===== config.mk =====
export PLATFORM = sky130hd
export DESIGN_NAME = multicycle_controller
export DESIGN_NICKNAME = d
export VERILOG_FILES = /design/src/rtl/ctrl_pkg.sv /design/src/rtl/opcode_class_decoder.sv /design/src/rtl/multicycle_controller.sv
export SDC_FILE = /design/constraint.sdc
export NUM_CORES = 1
export LEC_CHECK = 0
export CAP_MARGIN = 20
export CORE_AREA = 2 2 39 41
export DETAILED_ROUTE_END_ITERATION = 8
export DIE_AREA = 0 0 41 43
export DONT_BUFFER_PORTS = 1
export GPL_TIMING_DRIVEN = 0
export PLACE_DENSITY = 0.65
export SYNTH_ARGS = -nofsm -noshare
export SYNTH_HDL_FRONTEND = slang
export SYNTH_SLANG_ARGS = --single-unit

===== constraint.sdc =====
create_clock -name clk -period 1.7 [get_ports clk]
set_input_delay 0.51 -clock clk [delete_from_list [all_inputs] [get_ports clk]]
set_output_delay 0.51 -clock clk [all_outputs]
set_load 0.05 [all_outputs]

===== src/rtl/ctrl_pkg.sv =====
// Shared types and encodings for the RV32I multi-cycle control unit.
//   state_e : FSM states; the numeric values are visible on the debug port.
//   cls_e   : instruction class latched at the end of DECODE.
//   OPC_*   : major opcodes (IR[6:0]) recognised by the controller.
//   ALUOP_* : encodings driven on alu_op toward the ALU control decoder.
package ctrl_pkg;

    typedef enum logic [2:0] {
        ST_FETCH  = 3'd0,
        ST_DECODE = 3'd1,
        ST_EXEC   = 3'd2,
        ST_MEM    = 3'd3,
        ST_WB     = 3'd4,
        ST_TRAP   = 3'd5
    } state_e;

    typedef enum logic [2:0] {
        CLS_R      = 3'd0,
        CLS_I      = 3'd1,
        CLS_LOAD   = 3'd2,
        CLS_STORE  = 3'd3,
        CLS_BRANCH = 3'd4
    } cls_e;

    localparam logic [6:0] OPC_R      = 7'b0110011;
    localparam logic [6:0] OPC_I      = 7'b0010011;
    localparam logic [6:0] OPC_LOAD   = 7'b0000011;
    localparam logic [6:0] OPC_STORE  = 7'b0100011;
    localparam logic [6:0] OPC_BRANCH = 7'b1100011;

    localparam logic [1:0] ALUOP_IALU  = 2'b00;
    localparam logic [1:0] ALUOP_ADDR  = 2'b01;
    localparam logic [1:0] ALUOP_FUNCT = 2'b10;
    localparam logic [1:0] ALUOP_SUB   = 2'b11;

endpackage


===== src/rtl/opcode_class_decoder.sv =====
// Combinational opcode classifier.
//   opcode : IR[6:0]
//   cls    : instruction class (meaningful only when legal = 1)
//   legal  : opcode belongs to a supported class
// Branches are reported illegal when SUPPORT_BRANCH = 0.
module opcode_class_decoder
    import ctrl_pkg::*;
#(
    parameter int unsigned SUPPORT_BRANCH = 1
) (
    input  logic [6:0] opcode,
    output cls_e       cls,
    output logic       legal
);

    always_comb begin
        cls   = CLS_R;
        legal = 1'b1;
        case (opcode)
            OPC_R:      cls = CLS_R;
            OPC_I:      cls = CLS_I;
            OPC_LOAD:   cls = CLS_LOAD;
            OPC_STORE:  cls = CLS_STORE;
            OPC_BRANCH: begin
                cls   = CLS_BRANCH;
                legal = (SUPPORT_BRANCH != 0);
            end
            default:    legal = 1'b0;
        endcase
    end

endmodule


===== src/rtl/multicycle_controller.sv =====
// Multi-cycle RV32I control unit: FETCH -> DECODE -> EXEC -> [MEM] -> [WB].
// Inputs : clk, rst_n (async, active low), opcode (IR[6:0]), alu_zero,
//          mem_ready (memory finishes the current access this cycle).
// Outputs: datapath enables/selects (pc_write, pc_src, ir_write, i_or_d,
//          alu_src, alu_op, mem_to_reg, reg_write), memory strobes
//          (mem_read, mem_write), status flags (illegal, mem_err) and the
//          current state for debug.
// All control outputs are a combinational decode of state/cls_q and are
// forced low while rst_n is low so an access in flight is dropped at once.
module multicycle_controller
    import ctrl_pkg::*;
#(
    parameter int unsigned SUPPORT_BRANCH  = 1,
    parameter int unsigned HALT_ON_ILLEGAL = 1,
    parameter int unsigned MEM_TIMEOUT     = 0,
    parameter int unsigned TMO_W           = 8
) (
    input  logic       clk,
    input  logic       rst_n,
    input  logic [6:0] opcode,
    input  logic       alu_zero,
    input  logic       mem_ready,
    output logic       pc_write,
    output logic       pc_src,
    output logic       ir_write,
    output logic       i_or_d,
    output logic       mem_read,
    output logic       mem_write,
    output logic       alu_src,
    output logic [1:0] alu_op,
    output logic       mem_to_reg,
    output logic       reg_write,
    output logic       illegal,
    output logic       mem_err,
    output logic [2:0] state
);

    localparam bit              TMO_EN   = (MEM_TIMEOUT > 0);
    // Count value seen in the last allowed wait cycle.
    localparam logic [TMO_W-1:0] TMO_LAST = TMO_W'(TMO_EN ? MEM_TIMEOUT - 1 : 0);

    state_e           state_q, state_d;
    cls_e             cls_q, cls_d;
    logic [TMO_W-1:0] cnt_q, cnt_d;
    logic             illegal_q, illegal_d;
    logic             mem_err_q, mem_err_d;

    cls_e dec_cls;
    logic dec_legal;

    logic pc_write_c, pc_src_c, ir_write_c, i_or_d_c, mem_read_c, mem_write_c;
    logic alu_src_c, mem_to_reg_c, reg_write_c, ill_pulse_c, tmo_hit;
    logic [1:0] alu_op_c;

    opcode_class_decoder #(
        .SUPPORT_BRANCH(SUPPORT_BRANCH)
    ) u_dec (
        .opcode(opcode),
        .cls   (dec_cls),
        .legal (dec_legal)
    );

    // Limit reached while the memory is still stalling.
    assign tmo_hit = TMO_EN && !mem_ready && (cnt_q == TMO_LAST);

    always_comb begin
        state_d      = state_q;
        cls_d        = cls_q;
        illegal_d    = illegal_q;
        mem_err_d    = mem_err_q;
        pc_write_c   = 1'b0;
        pc_src_c     = 1'b0;
        ir_write_c   = 1'b0;
        i_or_d_c     = 1'b0;
        mem_read_c   = 1'b0;
        mem_write_c  = 1'b0;
        alu_src_c    = 1'b0;
        alu_op_c     = ALUOP_IALU;
        mem_to_reg_c = 1'b0;
        reg_write_c  = 1'b0;
        ill_pulse_c  = 1'b0;
        case (state_q)
            ST_FETCH: begin
                mem_read_c = 1'b1;
                if (mem_ready) begin
                    ir_write_c = 1'b1;
                    pc_write_c = 1'b1;
                    state_d    = ST_DECODE;
                end else if (tmo_hit) begin
                    mem_err_d = 1'b1;
                    state_d   = ST_TRAP;
                end
            end
            ST_DECODE: begin
                if (dec_legal) begin
                    cls_d   = dec_cls;
                    state_d = ST_EXEC;
                end else if (HALT_ON_ILLEGAL != 0) begin
                    illegal_d = 1'b1;
                    state_d   = ST_TRAP;
                end else begin
                    ill_pulse_c = 1'b1;
                    state_d     = ST_FETCH;
                end
            end
            ST_EXEC: begin
                case (cls_q)
                    CLS_R: begin
                        alu_op_c = ALUOP_FUNCT;
                        state_d  = ST_WB;
                    end
                    CLS_I: begin
                        alu_src_c = 1'b1;
                        state_d   = ST_WB;
                    end
                    CLS_LOAD, CLS_STORE: begin
                        alu_src_c = 1'b1;
                        alu_op_c  = ALUOP_ADDR;
                        state_d   = ST_MEM;
                    end
                    CLS_BRANCH: begin
                        alu_op_c   = ALUOP_SUB;
                        pc_src_c   = 1'b1;
                        pc_write_c = alu_zero;
                        state_d    = ST_FETCH;
                    end
                    default: state_d = ST_FETCH;
                endcase
            end
            ST_MEM: begin
                i_or_d_c    = 1'b1;
                mem_read_c  = (cls_q == CLS_LOAD);
                mem_write_c = (cls_q == CLS_STORE);
                if (mem_ready) begin
                    state_d = (cls_q == CLS_LOAD) ? ST_WB : ST_FETCH;
                end else if (tmo_hit) begin
                    mem_err_d = 1'b1;
                    state_d   = ST_TRAP;
                end
            end
            ST_WB: begin
                reg_write_c  = 1'b1;
                mem_to_reg_c = (cls_q == CLS_LOAD);
                state_d      = ST_FETCH;
            end
            ST_TRAP: state_d = ST_TRAP;
            default: state_d = ST_FETCH;
        endcase
    end

    // Wait counter runs only while an access (FETCH or MEM) is stalled; any
    // other cycle, including the one before entering FETCH/MEM, clears it.
    always_comb begin
        cnt_d = '0;
        if (TMO_EN && !mem_ready && (state_q == ST_FETCH || state_q == ST_MEM)) begin
            cnt_d = cnt_q + 1'b1;
        end
    end

    always_ff @(posedge clk or negedge rst_n) begin
        if (!rst_n) begin
            state_q   <= ST_FETCH;
            cls_q     <= CLS_R;
            cnt_q     <= '0;
            illegal_q <= 1'b0;
            mem_err_q <= 1'b0;
        end else begin
            state_q   <= state_d;
            cls_q     <= cls_d;
            cnt_q     <= cnt_d;
            illegal_q <= illegal_d;
            mem_err_q <= mem_err_d;
        end
    end

    assign pc_write   = rst_n & pc_write_c;
    assign pc_src     = rst_n & pc_src_c;
    assign ir_write   = rst_n & ir_write_c;
    assign i_or_d     = rst_n & i_or_d_c;
    assign mem_read   = rst_n & mem_read_c;
    assign mem_write  = rst_n & mem_write_c;
    assign alu_src    = rst_n & alu_src_c;
    assign alu_op     = rst_n ? alu_op_c : 2'b00;
    assign mem_to_reg = rst_n & mem_to_reg_c;
    assign reg_write  = rst_n & reg_write_c;
    assign illegal    = rst_n & (illegal_q | ill_pulse_c);
    assign mem_err    = rst_n & mem_err_q;
    assign state      = state_q;

endmodule


== After elaboration in Yosys (flattened, before gate mapping) ==
Index checks and enable logic that the tools add are counted.

* Flip-flop bits (word level): 7
* Logic and storage cells: 63

* Equal/unequal tests: 16
* Reduce and logical (&&, ||, !) cells: 9
* Bitwise logic cells: 11
* Multiplexer cells: 24

{| class="wikitable"
|+ Operators with widths
! kind !! number
|-
| $pmux 3 s5 || 1
|-
| $eq 7x6->1 const B || 2
|-
| $eq 3x2->1 const B || 4
|-
| $mux 1 || 12
|-
| $mux 3 || 4
|-
| $pmux 3 s4 || 1
|-
| $and 1x1->1 || 10
|-
| $eq 3x3->1 const B || 3
|-
| $eq 7x2->1 const B || 1
|-
| $eq 7x5->1 const B || 1
|-
| $eq 7x7->1 const B || 1
|-
| $eq 3x1->1 const B || 2
|-
| $logic_not 3->1 || 2
|-
| $pmux 2 s3 || 1
|-
| $pmux 3 s2 || 1
|-
| $reduce_and 2->1 || 3
|-
| $reduce_or 5->1 || 1
|-
| $mux 2 || 2
|-
| $ne 2x2->1 const B || 2
|-
| $pmux 1 s2 || 2
|-
| $reduce_or 2->1 || 2
|-
| $reduce_or 3->1 || 1
|-
| $not 1->1 || 1
|}

== Longest topological paths before layout ==
Gate-level depths: netlist of the first run.

* Word-level depth: 5
* Depth in mapped cells: 4

== Modules after synthesis ==
Synthesis of the first run repeated with hierarchy kept, for this count alone.

* Cells, all modules: 62
* Area, all modules: 581.8 µm²

{| class="wikitable"
|+ By module, submodules not included
! module !! instances !! seq. area each (µm²) !! area an instance (µm²) !! cells each
|-
| multicycle_controller || 1 || 175.2 || 505.5 || 54
|-
| opcode_class_decoder || 1 || 0.0 || 76.3 || 8
|}

== Worst setup path after synthesis of the first run ==
OpenSTA, ideal clock, no wires.

* Kind: register to output
* Start point: register state_q[0] (netlist: state[0])
* End point: output port mem_to_reg
* Data required time: 1.190 ns
* Path slack: -1.469 ns
* Cell stages (with the launch flop): 5
* Arrival: 2.659 ns
* Buffers on the path: 1
* Path through: dfrtp_1 -> clkbuf_1 -> nor2_1 -> and3_1 -> nor3b_1

* Word-level cells in the longest chain between the ends: 3

{| class="wikitable"
|+ Ends and longest elaborated chain
! element !! RTL line !! RTL
|-
| start: declaration || multicycle_controller.sv:42 || <nowiki>state_e state_q, state_d;</nowiki>
|-
| start signal: assignment || multicycle_controller.sv:168 || <nowiki>state_q <= state_d;</nowiki>
|-
| $eq 3x3->1 || multicycle_controller.sv:82 || <nowiki>case (state_q)</nowiki>
|-
| $mux 1 || multicycle_controller.sv:82 ||
|-
| $and 1x1->1 || multicycle_controller.sv:184 || <nowiki>assign mem_to_reg = rst_n & mem_to_reg_c;</nowiki>
|-
| end: declaration || multicycle_controller.sv:31 || <nowiki>output logic mem_to_reg,</nowiki>
|}

Every way passes these cells.

== Worst setup path after layout of the first run ==
* Start point: register state_q[1] (netlist: state[1])
* End point: output port pc_write

* Word-level cells in the longest chain between the ends: 3
* Elaborated cells on any way between the ends: 4

{| class="wikitable"
|+ Ends and longest elaborated chain
! element !! RTL line !! RTL
|-
| $eq 3x2->1 or $logic_not 3->1 (tied branches) || multicycle_controller.sv:82 ||
|-
| $pmux 1 s2 * || multicycle_controller.sv:82 ||
|-
| $and 1x1->1 * || multicycle_controller.sv:176 || <nowiki>assign pc_write = rst_n & pc_write_c;</nowiki>
|-
| end: declaration || multicycle_controller.sv:23 || <nowiki>output logic pc_write,</nowiki>
|}

Mark *: on every way between the ends. The rest lies on a longest branch, timed or not.

==> flow_metrics.py, run 1 <==
metrics = {
    "outcome": {
        "outcome": "finished, violations left",
        "violations": "setup timing",
    },
    "routing": {
        "num_vias": 557,
        "antenna_left": 0,
        "firstDrtPassIters": 4,
        "via_per_inst": 5.99,
        "drt-total-wl_um": 1450,
        "drt_iter0_markers": 4,
        "wl_per_cell_um": 15.6,
        "drc": 0,
    },
    "critical_path": {
        "r2r_start": "state[1]",
        "required_ns": 1.19,
        "timing.rr.end": "cls_q[1]",
        "cp_max_fo": 9,
        "r2r_setup_slack_ns": -0.09,
        "startpoint_type": "register",
        "endpoint_kind": "output port",
        "worstPathArrival_ns": 1.88,
        "path_class": "register to output port",
        "ff2ff_path_depth": 5,
    },
    "final_layout": {
        "post-route-util": 0.615,
        "layout.cells.non_filler": 93,
        "drive_gt1_frac": 0.481,
        "final_cell_area_um2": 851,
        "syn2layout_area_growth_pct": 57.4,
        "diodes": 0,
        "nNetsFinal": 89,
    },
    "timing": {
        "rsz0062_at_grt": "true",
        "skew_ns": 0.00408,
        "drv_slew": 0,
        "fmax_mhz": 419,
        "min_period_ns": 2.39,
        "finalWorstSetupSlack_ns": -0.688,
        "worstMarginPinSlew_ns": 0.571,
        "hold_viol": 0,
        "setup_viol": 13,
        "period_share": 1.40,
        "finalSetupTns_ns": -4.98,
        "slew_headroom": 0.619,
    },
    "placed_design": {
        "dp_cells": 81,
        "place_area_um2": 646,
        "dp_hpwl_um": 911,
        "globalplace.congestion": 0.729,
        "port_buffers": 0,
    },
    "yosys": {
        "synth_edf_count": 0,
        "yosys_warnings": 0,
        "synth.avg_cell_area_um2": 8.32,
        "ys_seq_area_frac": 0.324,
        "syn_inst": 65,
        "synth.distinct_cells": 35,
        "synth_seq_cells": 7,
        "netlist_area_um2": 541,
        "synth_nets": 76,
        "ys.flop_type": "dfrtp_1",
        "synthArstFlopShare": 1.00,
    },
    "clock_network": {
        "cts_root_buffer": "clkbuf_4",
        "cts_tree": "done",
        "clockBufferDepth": 2,
        "numCtsBuffers": 3,
        "clock-sinks": 7,
        "worstSkewPairLatency_ns": 0.25,
        "clk_pin_slew_ns": 0.05,
        "htreeDepth": 1,
    },
    "hold_path": {
        "hold_start": "opcode[6]",
        "hold_end": "cls_q[2]",
        "hp-class": "primary input to register",
        "min_path_cells": 2,
    },
    "pwr": {
        "p_int_uw": 489,
        "p_clk_frac": 0.162,
        "power.leakage_uw": 0.000334,
        "worst_ir_drop_vdd_mv": 0.577,
        "seq_power_share": 0.409,
        "p_sw_frac": 0.469,
        "pwr-share-comb": 0.429,
        "power_density_nw_per_um2": 1080,
        "p_total_uw": 921,
        "p_sw_uw": 432,
    },
    "floorplanning": {
        "die_y_um": 43,
        "die_w_um": 41,
        "io_pins": 27,
        "coreArea_um2": 1380,
        "start_util": 0.391,
        "dieArea_um2": 1760,
        "rows": 14,
    },
    "global_routing": {
        "grt_first_pass_wirelength_um": 2180,
        "antenna_found_initial": 0,
        "first_global_vias": 524,
        "grt_start_max_net_pins": 10,
        "overflow": 0,
        "grtUsageTotal": 0.190,
    },
    "run": {
        "maxCapViolCount": 0,
    },
}
==> power by group through the flow <==
stage / registers, uW / logic, uW / clock network [uW]
2_1_floorplan: 331 / 222 / 0
6_report: 377 / 395 / 149
3_3_place_gp: 351 / 246 / 0
5_1_grt: 385 / 424 / 166
3_5_place_dp: 352 / 248 / 0
4_1_cts: 359 / 330 / 153
==> per-layer routing <==
metal  vias to the layer above  GRT usage  share of wire  wire length [um]
li1                        264          -              -                 -
met2                        22      0.300           0.54               777
met3                         5     0.0471          0.059                85
met4                         0      0.100          0.019                28
met1                       266      0.223           0.39               561
met5                         -          0              0                 0
==> Yosys cell counts, drive strengths merged, types with 2 or more instances <==
master	instances	share of area
a21oi	4	0.037
nand2	3	0.021
nor2b	3	0.035
o31ai	2	0.028
nand2b	2	0.023
dfrtp	7	0.32
and3	3	0.035
inv	4	0.028
o21ai	2	0.019
buf	2	0.035
nor3	4	0.037
nor2	5	0.035
nor3b	3	0.042
==> critical path: stages, from the launching register on <==
cell and delay, ns:
dfrtp_2 0.52, buf_6 0.17, buf_6 0.13, and2b_1 0.19, a41oi_1 0.06, nor3b_4 0.55
==> timing repair <==
action | CTS | global route
gates cloned | 0 | 0
pin swaps | 8 | 8
gates resized for setup | 14 | 14
endpoints found under the hold margin | 7 | 0
hold buffers | 1 | 0
endpoints found under the setup margin | 14 | 15
buffers inserted | 6 | 1
==> metrics by stage <==
stage	worst slack, ns	hold WS, ns
final	-0.688	0.434
after global routing	-0.766	0.438
after CTS	-0.695	0.437
after detailed placement	-0.527	0.215
after global placement	-0.524	0.215
after floorplan	-0.413	0.214
==> final cells by class <==
class / instances / area (um^2)
Fill cell: 123 / 533
Multi-Input combinational cell: 51 / 488
Sequential cell: 7 / 181
Timing Repair Buffer: 8 / 81.3
Buffer: 3 / 33.8
Clock buffer: 4 / 26.3
Inverter: 4 / 20.0
Tap cell: 16 / 20.0
==> logic make-up (layout without fill, tap and decap cells) <==
kind of cell / Yosys count / count (layout) / share of synthesized area
AND/OR/NAND/NOR: 32 / 32 / 0.363
flip-flops: 7 / 7 / 0.324
other: 1 / 1 / 0.00694
buffers and inverters: 7 / 19 / 0.0694
XOR/XNOR: 1 / 1 / 0.0162
AO/OA/AOI/OAI: 17 / 17 / 0.220
==> state kept, by name (all words and copies together) (netlist names) <==
register	flops
illegal_q	1
state	3
cls_q	3
==> layout by cell type, fill, tap and decap left out, types with 2 or more instances in the layout <==
| cell | count |
|---|---|
| a21oi_1 | 3 |
| and3_4 | 3 |
| buf_4 | 3 |
| buf_6 | 6 |
| clkbuf_4 | 3 |
| dfrtp_1 | 4 |
| dfrtp_2 | 2 |
| inv_1 | 3 |
| nand2_1 | 2 |
| nand2b_1 | 2 |
| nor2_1 | 2 |
| nor2_4 | 3 |
| nor2b_1 | 2 |
| nor3_4 | 4 |
| nor3b_4 | 2 |
| o21ai_0 | 2 |
| o31ai_1 | 2 |
==> worst max-delay path by stage <==
stage | startpoint | end | slack, ns | cells past startpoint
after floorplan | state[0] | mem_to_reg | -0.41 | 4
after global placement | state[2] | alu_src | -0.52 | 3
after detailed placement | state[2] | alu_src | -0.53 | 3
after CTS | state[0] | mem_to_reg | -0.70 | 4
after global routing | state[1] | mem_to_reg | -0.77 | 4
final | state[1] | pc_write | -0.69 | 5
No activity file was read; power rests on OpenSTA's default activity.
==> run 2, diff against run 1 <==
--- a/config.mk
+++ b/config.mk
@@ -5,13 +5,14 @@
 export SDC_FILE = /design/constraint.sdc
 export NUM_CORES = 1
 export LEC_CHECK = 0
+export ABC_AREA = 1
 export CAP_MARGIN = 20
 export CORE_AREA = 2 2 39 41
 export DETAILED_ROUTE_END_ITERATION = 8
 export DIE_AREA = 0 0 41 43
 export DONT_BUFFER_PORTS = 1
-export GPL_TIMING_DRIVEN = 0
 export PLACE_DENSITY = 0.65
+export SETUP_SLACK_MARGIN = 0.1
 export SYNTH_ARGS = -nofsm -noshare
 export SYNTH_HDL_FRONTEND = slang
 export SYNTH_SLANG_ARGS = --single-unit
==> flow_metrics.py, run 2 <==
metrics = {
    "outcome": {
        "outcome": "finished, violations left",
        "violations": "setup timing",
    },
    "critical_path": {
        "crit_start": "state[0]",
        "endpoint_kind": "output port",
        "cp_max_fo": 5,
        "cp_slowest_cell": "dfrtp_2",
        "r2r_start": "state[1]",
        "path_class": "register to output port",
        "crit_buf_inv": 2,
        "startpoint_type": "register",
        "critical_path_depth": 6,
        "cpPeakStageDelay_ns": 0.39,
        "ff2ff_path_depth": 6,
        "timing.rr.end": "cls_q[0]",
        "path_cells": "buf_6 > nand2_1 > nor2_4 > nand2_2 > a21oi_2 > buf_12",
        "r2r_setup_slack_ns": 0.41,
        "crit_family": "flip-flops",
        "critPathCapture": "mem_read",
        "required_ns": 1.19,
        "worstPathArrival_ns": 1.43,
    },
    "yosys": {
        "synthXorXnorAreaFrac": 0.0160,
        "synth_compound_area_frac": 0.0892,
        "yosys-top-cells-count": "23 x nand2_1, 14 x inv_1, 14 x nor2_1",
        "netlist_area_um2": 547,
        "synth_edf_count": 0,
        "ys_seq_area_frac": 0.320,
        "muxShareOfSynthArea": 0,
        "yosys_warnings": 0,
        "netlist_top_cells_area": "dfrtp_1 32%, nand2_1 16%, inv_1 9.6%",
        "synth_seq_cells": 7,
        "yosys.area.top_type": "dfrtp_1",
        "syn_inst": 89,
        "synth.most_common_cell": "nand2_1",
        "synth_top_area_frac": 0.320,
        "synth.avg_cell_area_um2": 6.14,
        "synthAdderAreaFrac": 0,
        "ys.flop_type": "dfrtp_1",
        "synth_top_family_by_area": "simple AND/OR/NAND/NOR gates",
        "yosys.area_share.simple": 0.458,
        "synth.distinct_cells": 19,
        "synthArstFlopShare": 1.00,
        "synth_nets": 100,
    },
    "clock_network": {
        "clockBufferDepth": 2,
        "cts_root_buffer": "clkbuf_4",
        "clk_pin_slew_ns": 0.05,
        "numCtsBuffers": 3,
        "cts_tree": "done",
        "htreeDepth": 1,
        "worstSkewPairLatency_ns": 0.26,
        "clock-sinks": 7,
    },
    "timing": {
        "period_share": 1.14,
        "rsz0062_at_grt": "true",
        "drv_slew": 0,
        "setup_viol": 11,
        "finalWorstSetupSlack_ns": -0.240,
        "min_period_ns": 1.94,
        "hold_viol": 0,
        "fmax_mhz": 515,
        "skew_ns": 0.00530,
        "finalSetupTns_ns": -2.05,
    },
    "final_layout": {
        "drive_gt1_frac": 0.457,
        "post-route-util": 0.715,
        "fill_cells": 105,
        "layout_commonest_cell": "nand2_1",
        "diodes": 0,
        "layout.cells.non_filler": 132,
        "final_cell_mix": "19 x nand2_1, 11 x inv_1, 11 x nor2_1",
        "final_cell_area_um2": 990,
        "nNetsFinal": 128,
        "syn2layout_area_growth_pct": 81.0,
    },
    "pwr": {
        "power.leakage_uw": 0.000422,
        "power_density_nw_per_um2": 1120,
        "worst_ir_drop_vdd_mv": 0.582,
    },
    "placed_design": {
        "dp_hpwl_um": 1110,
        "dp_cells": 124,
        "place_area_um2": 862,
        "dpl_worst_slack_ns": -0.0182,
        "globalplace.congestion": 0.705,
        "port_buffers": 0,
    },
    "routing": {
        "drt_iter0_markers": 16,
        "drt-total-wl_um": 1550,
        "antenna_left": 0,
        "via_per_inst": 5.16,
        "firstDrtPassIters": 4,
        "wl_per_cell_um": 11.7,
        "num_vias": 681,
        "drc": 0,
    },
    "global_routing": {
        "first_global_vias": 554,
        "antenna_found_initial": 0,
        "grt_first_pass_wirelength_um": 2210,
        "grt_start_max_net_pins": 8,
        "grtUsageTotal": 0.187,
        "overflow": 0,
    },
    "floorplanning": {
        "die_y_um": 43,
        "start_util": 0.395,
        "io_pins": 27,
        "coreArea_um2": 1380,
        "rows": 14,
        "dieArea_um2": 1760,
        "die_w_um": 41,
    },
    "run": {
        "maxCapViolCount": 0,
    },
    "hold_path": {
        "hold_start": "mem_ready",
        "hp-class": "primary input to register",
    },
}
==> run 2: logic make-up (layout without fill, tap and decap cells) <==
group | Yosys count | after routing
flops | 7 | 7
compound gates | 9 | 9
xor+xnor | 1 | 1
other cells | 1 | 1
buf+inv | 15 | 42
simple gates | 56 | 56
==> run 2: area by class of cell <==
class,count,area (um^2),area share
inverter,14,55.1,0.0556
multi-input combinational,67,418,0.422
tap,16,20.0,0.0202
timing repair buffer,24,292,0.295
clock buffer,4,26.3,0.0265
sequential,7,179,0.181
==> run 2: worst reg2reg max path: stages, from the launching register on <==
cell and delay (ns):
dfrtp_2 0.46, inv_1 0.16, nand3_1 0.14, inv_1 0.11, nand3_2 0.13, nand2_1 0.09
o21ai_0 0.08
==> run 2: how the worst min path moves through the flow <==
stage / to / slack [ns] / depth (start not counted)
floorplan: cls_q[0] / 0.21 / 0
detailed placement: state[0] / 0.21 / 0
CTS: state[2] / 0.40 / 2
global placement: state[2] / 0.21 / 0
finish: state[0] / 0.41 / 3
global route: state[2] / 0.42 / 2
==> run 2: report_power, final <==
group	switching (uW)	internal [uW]	leakage (uW)
Clock	64.6	89.8	0.0000150
Combinational	421	294	0.000323
Sequential	35.3	200	0.0000846
==> run 2: through the flow <==
step                      hold slack (ns)  power (uW)
after floorplan                     0.214         616
after global placement              0.215         793
after detailed placement            0.215         801
after CTS                           0.400        1050
after global routing                0.417        1160
final                               0.408        1100
==> run 2: timing repair <==
action	CTS	global route
setup buffers	2	1
hold endpoints to repair	7	0
hold buffers	1	0
resized for setup	14	8
setup endpoints to repair	11	12
pin swaps	7	6
==> run 2: routing by layer <==
layer	GRT usage	wire length, um	part of all wire
met1	0.209	619	0.40
met2	0.325	825	0.53
met3	0.0314	91	0.059
met4	0.0800	14	0.0090
met5	0	0	0
==> run 3, diff against run 2 <==
--- a/config.mk
+++ b/config.mk
@@ -6,6 +6,7 @@
 export NUM_CORES = 1
 export LEC_CHECK = 0
 export ABC_AREA = 1
+export ABC_CLOCK_PERIOD_IN_PS = 1700
 export CAP_MARGIN = 20
 export CORE_AREA = 2 2 39 41
 export DETAILED_ROUTE_END_ITERATION = 8
==> results of run 3 <==
The final DEF is identical to that of run 2; final timing and power are the same.
